### src/rtl/mem_bus_ctrl.sv
// CPU-to-memory bus controller: one outstanding word/byte access with
// lane steering, misalignment rejection and a bounded wait for mem_ready.
module mem_bus_ctrl #(
    parameter int unsigned TIMEOUT = 255
) (
    input  logic        clk,
    input  logic        n_reset,
    input  logic        cpu_req_i,
    input  logic        cpu_we_i,
    input  logic        cpu_byte_i,
    input  logic [31:0] cpu_addr_i,
    input  logic [31:0] cpu_wdata_i,
    output logic [31:0] cpu_rdata_o,
    output logic        cpu_ack_o,
    output logic        cpu_err_o,
    output logic [31:0] mem_addr_o,
    output logic [31:0] mem_wdata_o,
    input  logic [31:0] mem_rdata_i,
    output logic [3:0]  mem_be_o,
    output logic        mem_rd_o,
    output logic        mem_wr_o,
    input  logic        mem_ready_i
);

    typedef enum logic [1:0] {
        IDLE,
        ACCESS,
        RESP
    } state_t;

    localparam logic [7:0] CNT_LAST = 8'(TIMEOUT - 1);

    state_t      state_q, state_d;
    logic [7:0]  cnt_q, cnt_d;
    logic        we_q, we_d;
    logic        byte_q, byte_d;
    logic [1:0]  off_q, off_d;
    logic [31:0] rdata_q, rdata_d;
    logic        ack_q, ack_d;
    logic        err_q, err_d;
    logic [31:0] addr_q, addr_d;
    logic [31:0] wdata_q, wdata_d;
    logic [3:0]  be_q, be_d;
    logic        rd_q, rd_d;
    logic        wr_q, wr_d;

    logic        misaligned;
    logic        timeout_hit;
    logic [7:0]  rd_lane;
    logic [31:0] rd_result;

    assign misaligned  = ~cpu_byte_i & (|cpu_addr_i[1:0]);
    assign timeout_hit = (cnt_q == CNT_LAST);

    // Little-endian lane pick: offset 0 is mem data bits [7:0]
    always_comb begin
        rd_lane = mem_rdata_i[7:0];
        case (off_q)
            2'd0: rd_lane = mem_rdata_i[7:0];
            2'd1: rd_lane = mem_rdata_i[15:8];
            2'd2: rd_lane = mem_rdata_i[23:16];
            2'd3: rd_lane = mem_rdata_i[31:24];
            default: rd_lane = mem_rdata_i[7:0];
        endcase
    end

    assign rd_result = we_q   ? '0 :
                       byte_q ? {24'h0, rd_lane} : mem_rdata_i;

    always_ff @(posedge clk or negedge n_reset) begin
        if (!n_reset) begin
            state_q <= IDLE;
            cnt_q   <= '0;
            we_q    <= 1'b0;
            byte_q  <= 1'b0;
            off_q   <= '0;
            rdata_q <= '0;
            ack_q   <= 1'b0;
            err_q   <= 1'b0;
            addr_q  <= '0;
            wdata_q <= '0;
            be_q    <= '0;
            rd_q    <= 1'b0;
            wr_q    <= 1'b0;
        end else begin
            state_q <= state_d;
            cnt_q   <= cnt_d;
            we_q    <= we_d;
            byte_q  <= byte_d;
            off_q   <= off_d;
            rdata_q <= rdata_d;
            ack_q   <= ack_d;
            err_q   <= err_d;
            addr_q  <= addr_d;
            wdata_q <= wdata_d;
            be_q    <= be_d;
            rd_q    <= rd_d;
            wr_q    <= wr_d;
        end
    end

    always_comb begin
        state_d = state_q;
        case (state_q)
            IDLE: begin
                if (cpu_req_i) begin
                    state_d = misaligned ? RESP : ACCESS;
                end
            end
            ACCESS: begin
                if (mem_ready_i || timeout_hit) begin
                    state_d = RESP;
                end
            end
            RESP:    state_d = IDLE;
            default: state_d = IDLE;
        endcase
    end

    always_comb begin
        cnt_d   = cnt_q;
        we_d    = we_q;
        byte_d  = byte_q;
        off_d   = off_q;
        rdata_d = rdata_q;
        ack_d   = ack_q;
        err_d   = err_q;
        addr_d  = addr_q;
        wdata_d = wdata_q;
        be_d    = be_q;
        rd_d    = rd_q;
        wr_d    = wr_q;
        case (state_q)
            IDLE: begin
                ack_d   = 1'b0;
                err_d   = 1'b0;
                rdata_d = '0;
                if (cpu_req_i) begin
                    cnt_d  = '0;
                    we_d   = cpu_we_i;
                    byte_d = cpu_byte_i;
                    off_d  = cpu_addr_i[1:0];
                    if (misaligned) begin
                        ack_d = 1'b1;
                        err_d = 1'b1;
                    end else begin
                        addr_d  = {cpu_addr_i[31:2], 2'b00};
                        be_d    = cpu_byte_i ? (4'b0001 << cpu_addr_i[1:0]) : 4'hF;
                        wdata_d = cpu_byte_i ? {4{cpu_wdata_i[7:0]}} : cpu_wdata_i;
                        rd_d    = ~cpu_we_i;
                        wr_d    = cpu_we_i;
                    end
                end
            end
            ACCESS: begin
                // mem_ready takes priority over an expiring wait counter
                if (mem_ready_i || timeout_hit) begin
                    ack_d   = 1'b1;
                    err_d   = ~mem_ready_i;
                    rdata_d = mem_ready_i ? rd_result : '0;
                    addr_d  = '0;
                    wdata_d = '0;
                    be_d    = '0;
                    rd_d    = 1'b0;
                    wr_d    = 1'b0;
                end else begin
                    cnt_d = cnt_q + 8'd1;
                end
            end
            RESP: begin
                ack_d   = 1'b0;
                err_d   = 1'b0;
                rdata_d = '0;
            end
            default: begin
                ack_d   = 1'b0;
                err_d   = 1'b0;
                rdata_d = '0;
                rd_d    = 1'b0;
                wr_d    = 1'b0;
            end
        endcase
    end

    assign cpu_rdata_o = rdata_q;
    assign cpu_ack_o   = ack_q;
    assign cpu_err_o   = err_q;
    assign mem_addr_o  = addr_q;
    assign mem_wdata_o = wdata_q;
    assign mem_be_o    = be_q;
    assign mem_rd_o    = rd_q;
    assign mem_wr_o    = wr_q;

endmodule

### config.mk
export PLATFORM = sky130hd
export DESIGN_NAME = mem_bus_ctrl
export DESIGN_NICKNAME = d
export VERILOG_FILES = /design/src/rtl/mem_bus_ctrl.sv
export SDC_FILE = /design/constraint.sdc
export NUM_CORES = 1
export LEC_CHECK = 0
export CORE_AREA = 4 4 116 118
export DETAILED_ROUTE_END_ITERATION = 16
export DIE_AREA = 0 0 120 122
export PLACE_DENSITY = 0.9
export SYNTH_ARGS = -nofsm -noshare
export SYNTH_HDL_FRONTEND = slang
export SYNTH_SLANG_ARGS = --single-unit
### constraint.sdc
create_clock -name clk -period 2.8 [get_ports clk]
set_input_delay 0.56 -clock clk [delete_from_list [all_inputs] [get_ports clk]]
set_output_delay 0.56 -clock clk [all_outputs]
set_load 0.05 [all_outputs]
==> summary.txt <==
Run status
  – Status: complete, no violations

Clock tree
  – CTS tree: yes
  – Clock latency on the worst-skew pair: 0.41 ns
  – CTS Sinks: 116
  – Post-cts sizing count: 0
  – Post-CTS setup buffers: 0
  – Num CTS Buffers: 17
  – Root Driver: clkbuf_16
  – Worst-path clk slew: 0.05 ns
  – Htree depth: 4
  – Hold buffer count at cts: 0
  – Clock tree buffer depth: 2

Logic synthesis
  – Synth Instances: 508
  – Largest family of logic cells by synthesized area: multiplexers
  – Synth cell count leaders: dfrtp_1 (116), nand2_1 (86), mux2i_1 (49)
  – Fraction of registers with async set/reset: 100%
  – Register area share after synthesis: 53.8%
  – Count leader, synth: dfrtp_1
  – Top area cells in the synthesized netlist: dfrtp_1 (54%), mux2i_1 (9.1%), nand2_1 (6.0%)
  – Mapped cell area: 0.00539 sq mm
  – Synth cell types: 42
  – Ys Warns: 0
  – Post-synthesis mux area share: 14.7%
  – Adder-cell area share of the yosys netlist: 0.464%
  – Post-synth top flop: dfrtp_1
  – Top-area cell type share of the netlist area: 53.8%
  – EDFF count, synth: 0
  – XOR/XNOR share of the synthesized area: 0.325%
  – Post-Synth Simple-Gate Area: 12.8%
  – Compound-Gate Fraction of Synth Area: 11.0%
  – Area leader, netlist: dfrtp_1
  – Yosys reg bits: 116
  – Syn_area_per_cell: 10.6 sq um

Run
  – Max_cap viols: 0

GRT
  – First-pass GRT wire length: 24,400 microns
  – Antenna violations before repair: 0
  – Vias in the first global route: 4,820
  – Global route overflow: 0
  – Largest net degree at the start of global routing: 62
  – Total track usage: 21.1%

Floorplanning
  – Die Footprint: 0.0146 sq mm
  – Initial core utilization: 43.3%
  – Height of the die: 122 microns
  – Die extent in x: 120 microns
  – Row count: 41
  – Boundary Pins: 206
  – Core Region: 0.0125 sq mm

Routing
  – Residual DRC count: 0
  – Vias after detailed routing: 4,558
  – DR iter-0 viols: 395
  – Routed length per instance: 17.2 microns
  – Drt pass-1 iters: 4
  – Vias per cell: 5.10
  – Antenna Nets Post-Route: 0
  – Final WL: 15,300 microns

Worst hold path
  – HP Class: input pin to asynchronous set/reset pin

Critical path
  – WP data arrival: 2.66 ns
  – Crit path from: cnt_q[0]$_DFFE_PN0P_
  – Critical Path End Type: flip-flop
  – Worst-path fanout max: 47
  – Crit path to: mem_addr_o[24]$_DFFE_PN0P_
  – R2r endpoint: mem_addr_o[24]$_DFFE_PN0P_
  – Critical path launch point type: flip-flop
  – Worst endpoint required time: 3.12 ns
  – Worst Setup Path Type: flip-flop to flip-flop
  – Critical R2R Launch: cnt_q[0]$_DFFE_PN0P_
  – FF-to-FF path depth: 8
  – Worst reg2reg setup slack: 0.46 ns

STA
  – Final Hold Violating Endpoints: 0
  – Hold Slack: 0.205 ns
  – Clock skew: 0.00644 ns
  – Pins Over Slew Limit: 0
  – Period utilization: 83.5%
  – Relative slew slack: 51.4%
  – RSZ-0062 raised after global routing: false
  – Slew at the pin closest to its max-slew limit: 0.728 ns
  – Maximum clock rate: 427 MHz
  – Final count of negative-setup-slack endpoints: 0
  – Setup TNS: 0 ns
  – Final Critical Period: 2.34 ns

Place
  – Detailed-placement wirelength estimate: 11,000 microns
  – Final RePlAce weighted congestion: 0.886
  – Number of port buffers: 203

Power
  – Max VDD drop: 0.000661 V
  – Leakage power total: 0.00379 uW
  – PwrDens: 1200 mW/mm^2

Layout
  – N_diodes: 0
  – Net count reported at finish: 813
  – Synthesis-to-finish area growth: 52.6%
  – Fill cell count: 928
  – Finished Core Util: 66.0%
  – Ratio of cells with drive above 1 in the final layout: 10.1%
where the power goes:
group / internal, uW / total (uW) / leakage [uW] / switching [uW]
clock network: 1600 / 2340 / 0.000319 / 737
registers: 2260 / 2710 / 0.00149 / 444
logic: 1720 / 4790 / 0.00198 / 3070
area by class of cell:
type                    count  area, sq um  area share [%]
multi-input cells         315         2140            26.0
clock inverters             9          148            1.79
inverters                  44          165            2.01
repair buffers            215         2160            26.2
flip-flops and latches    116         2900            35.3
well taps                 172          215            2.62
clock buffers              23          498            6.05
routing by layer:
metal | GRT usage, % | share of wire [%] | wire, microns | up-vias
li1 | - | - | - | 2120
met1 | 25.1 | 40 | 6190 | 2238
met2 | 36.4 | 52 | 7900 | 174
met3 | 5.15 | 5.7 | 871 | 26
met4 | 9.45 | 2.4 | 372 | 0
met5 | 0 | 0 | 0 | -
per-stage QoR:
step,power [uW],instances,cell area [sq um],setup slack (ns)
after floorplan,5850,509,5400,0.729
after global placement,7370,862,7580,0.317
after detailed placement,7520,862,7580,0.218
after CTS,9900,894,8230,0.454
after global routing,10300,894,8230,0.276
final,9830,894,8230,0.461
logic make-up (layout without fill, tap and decap cells):
family	count (synthesis)	after routing
buffers and inverters	78	291
and+or+nand+nor	146	146
adders and majority gates	2	2
DFF	116	116
muxes	76	76
other	1	2
xor gates and xnor gates	2	2
AOI/OAI and AO/OA	87	87
flip-flops by register name (all words and copies together), names as in the netlist:
name,flops
byte_q,1
cnt_q,8
cpu_ack_o,1
cpu_err_o,1
cpu_rdata_o,32
mem_addr_o,30
mem_be_o,4
mem_rd_o,1
mem_wdata_o,32
mem_wr_o,1
off_q,2
state_q,2
we_q,1
critical path, stage by stage, from the launching register on:
cell and delay, ns:
dfrtp_1 0.41, inv_1 0.08, ha_1 0.15, nand3_1 0.15
or2_0 0.30, a311oi_4 0.34, buf_12 0.30, buf_12 0.23
mux2i_1 0.22
cells in the final DEF (no fill, tap or decap), drive strengths merged, types with 2 or more instances in the layout:
master	count
a21oi	35
a22o	24
and2	2
and3	2
buf	13
bufinv	4
clkbuf	23
clkdlybuf4s50	202
clkinv	4
conb	2
dfrtp	116
ha	2
inv	44
mux2	27
mux2i	49
nand2	86
nand2b	28
nand3	6
nand4	2
nor2	8
nor3b	9
o211ai	2
o21ai	8
o221ai	8
o31ai	2
xor2	2
worst min path at each step:
stage,slack [ns],from,cells after the start,endpoint
final,0.20,n_reset,1,mem_wdata_o[6]$_DFFE_PN0P_
after global routing,0.27,n_reset,1,mem_wdata_o[6]$_DFFE_PN0P_
after CTS,0.22,n_reset,1,mem_be_o[2]$_DFFE_PN0P_
after detailed placement,0.46,cpu_rdata_o[6]$_DFFE_PN0P_,2,cpu_rdata_o[6]$_DFFE_PN0P_
after global placement,0.45,cpu_rdata_o[5]$_DFFE_PN0P_,2,cpu_rdata_o[5]$_DFFE_PN0P_
after floorplan,0.26,n_reset,0,byte_q$_DFFE_PN0P_
Power figures use the tool's default switching activity.
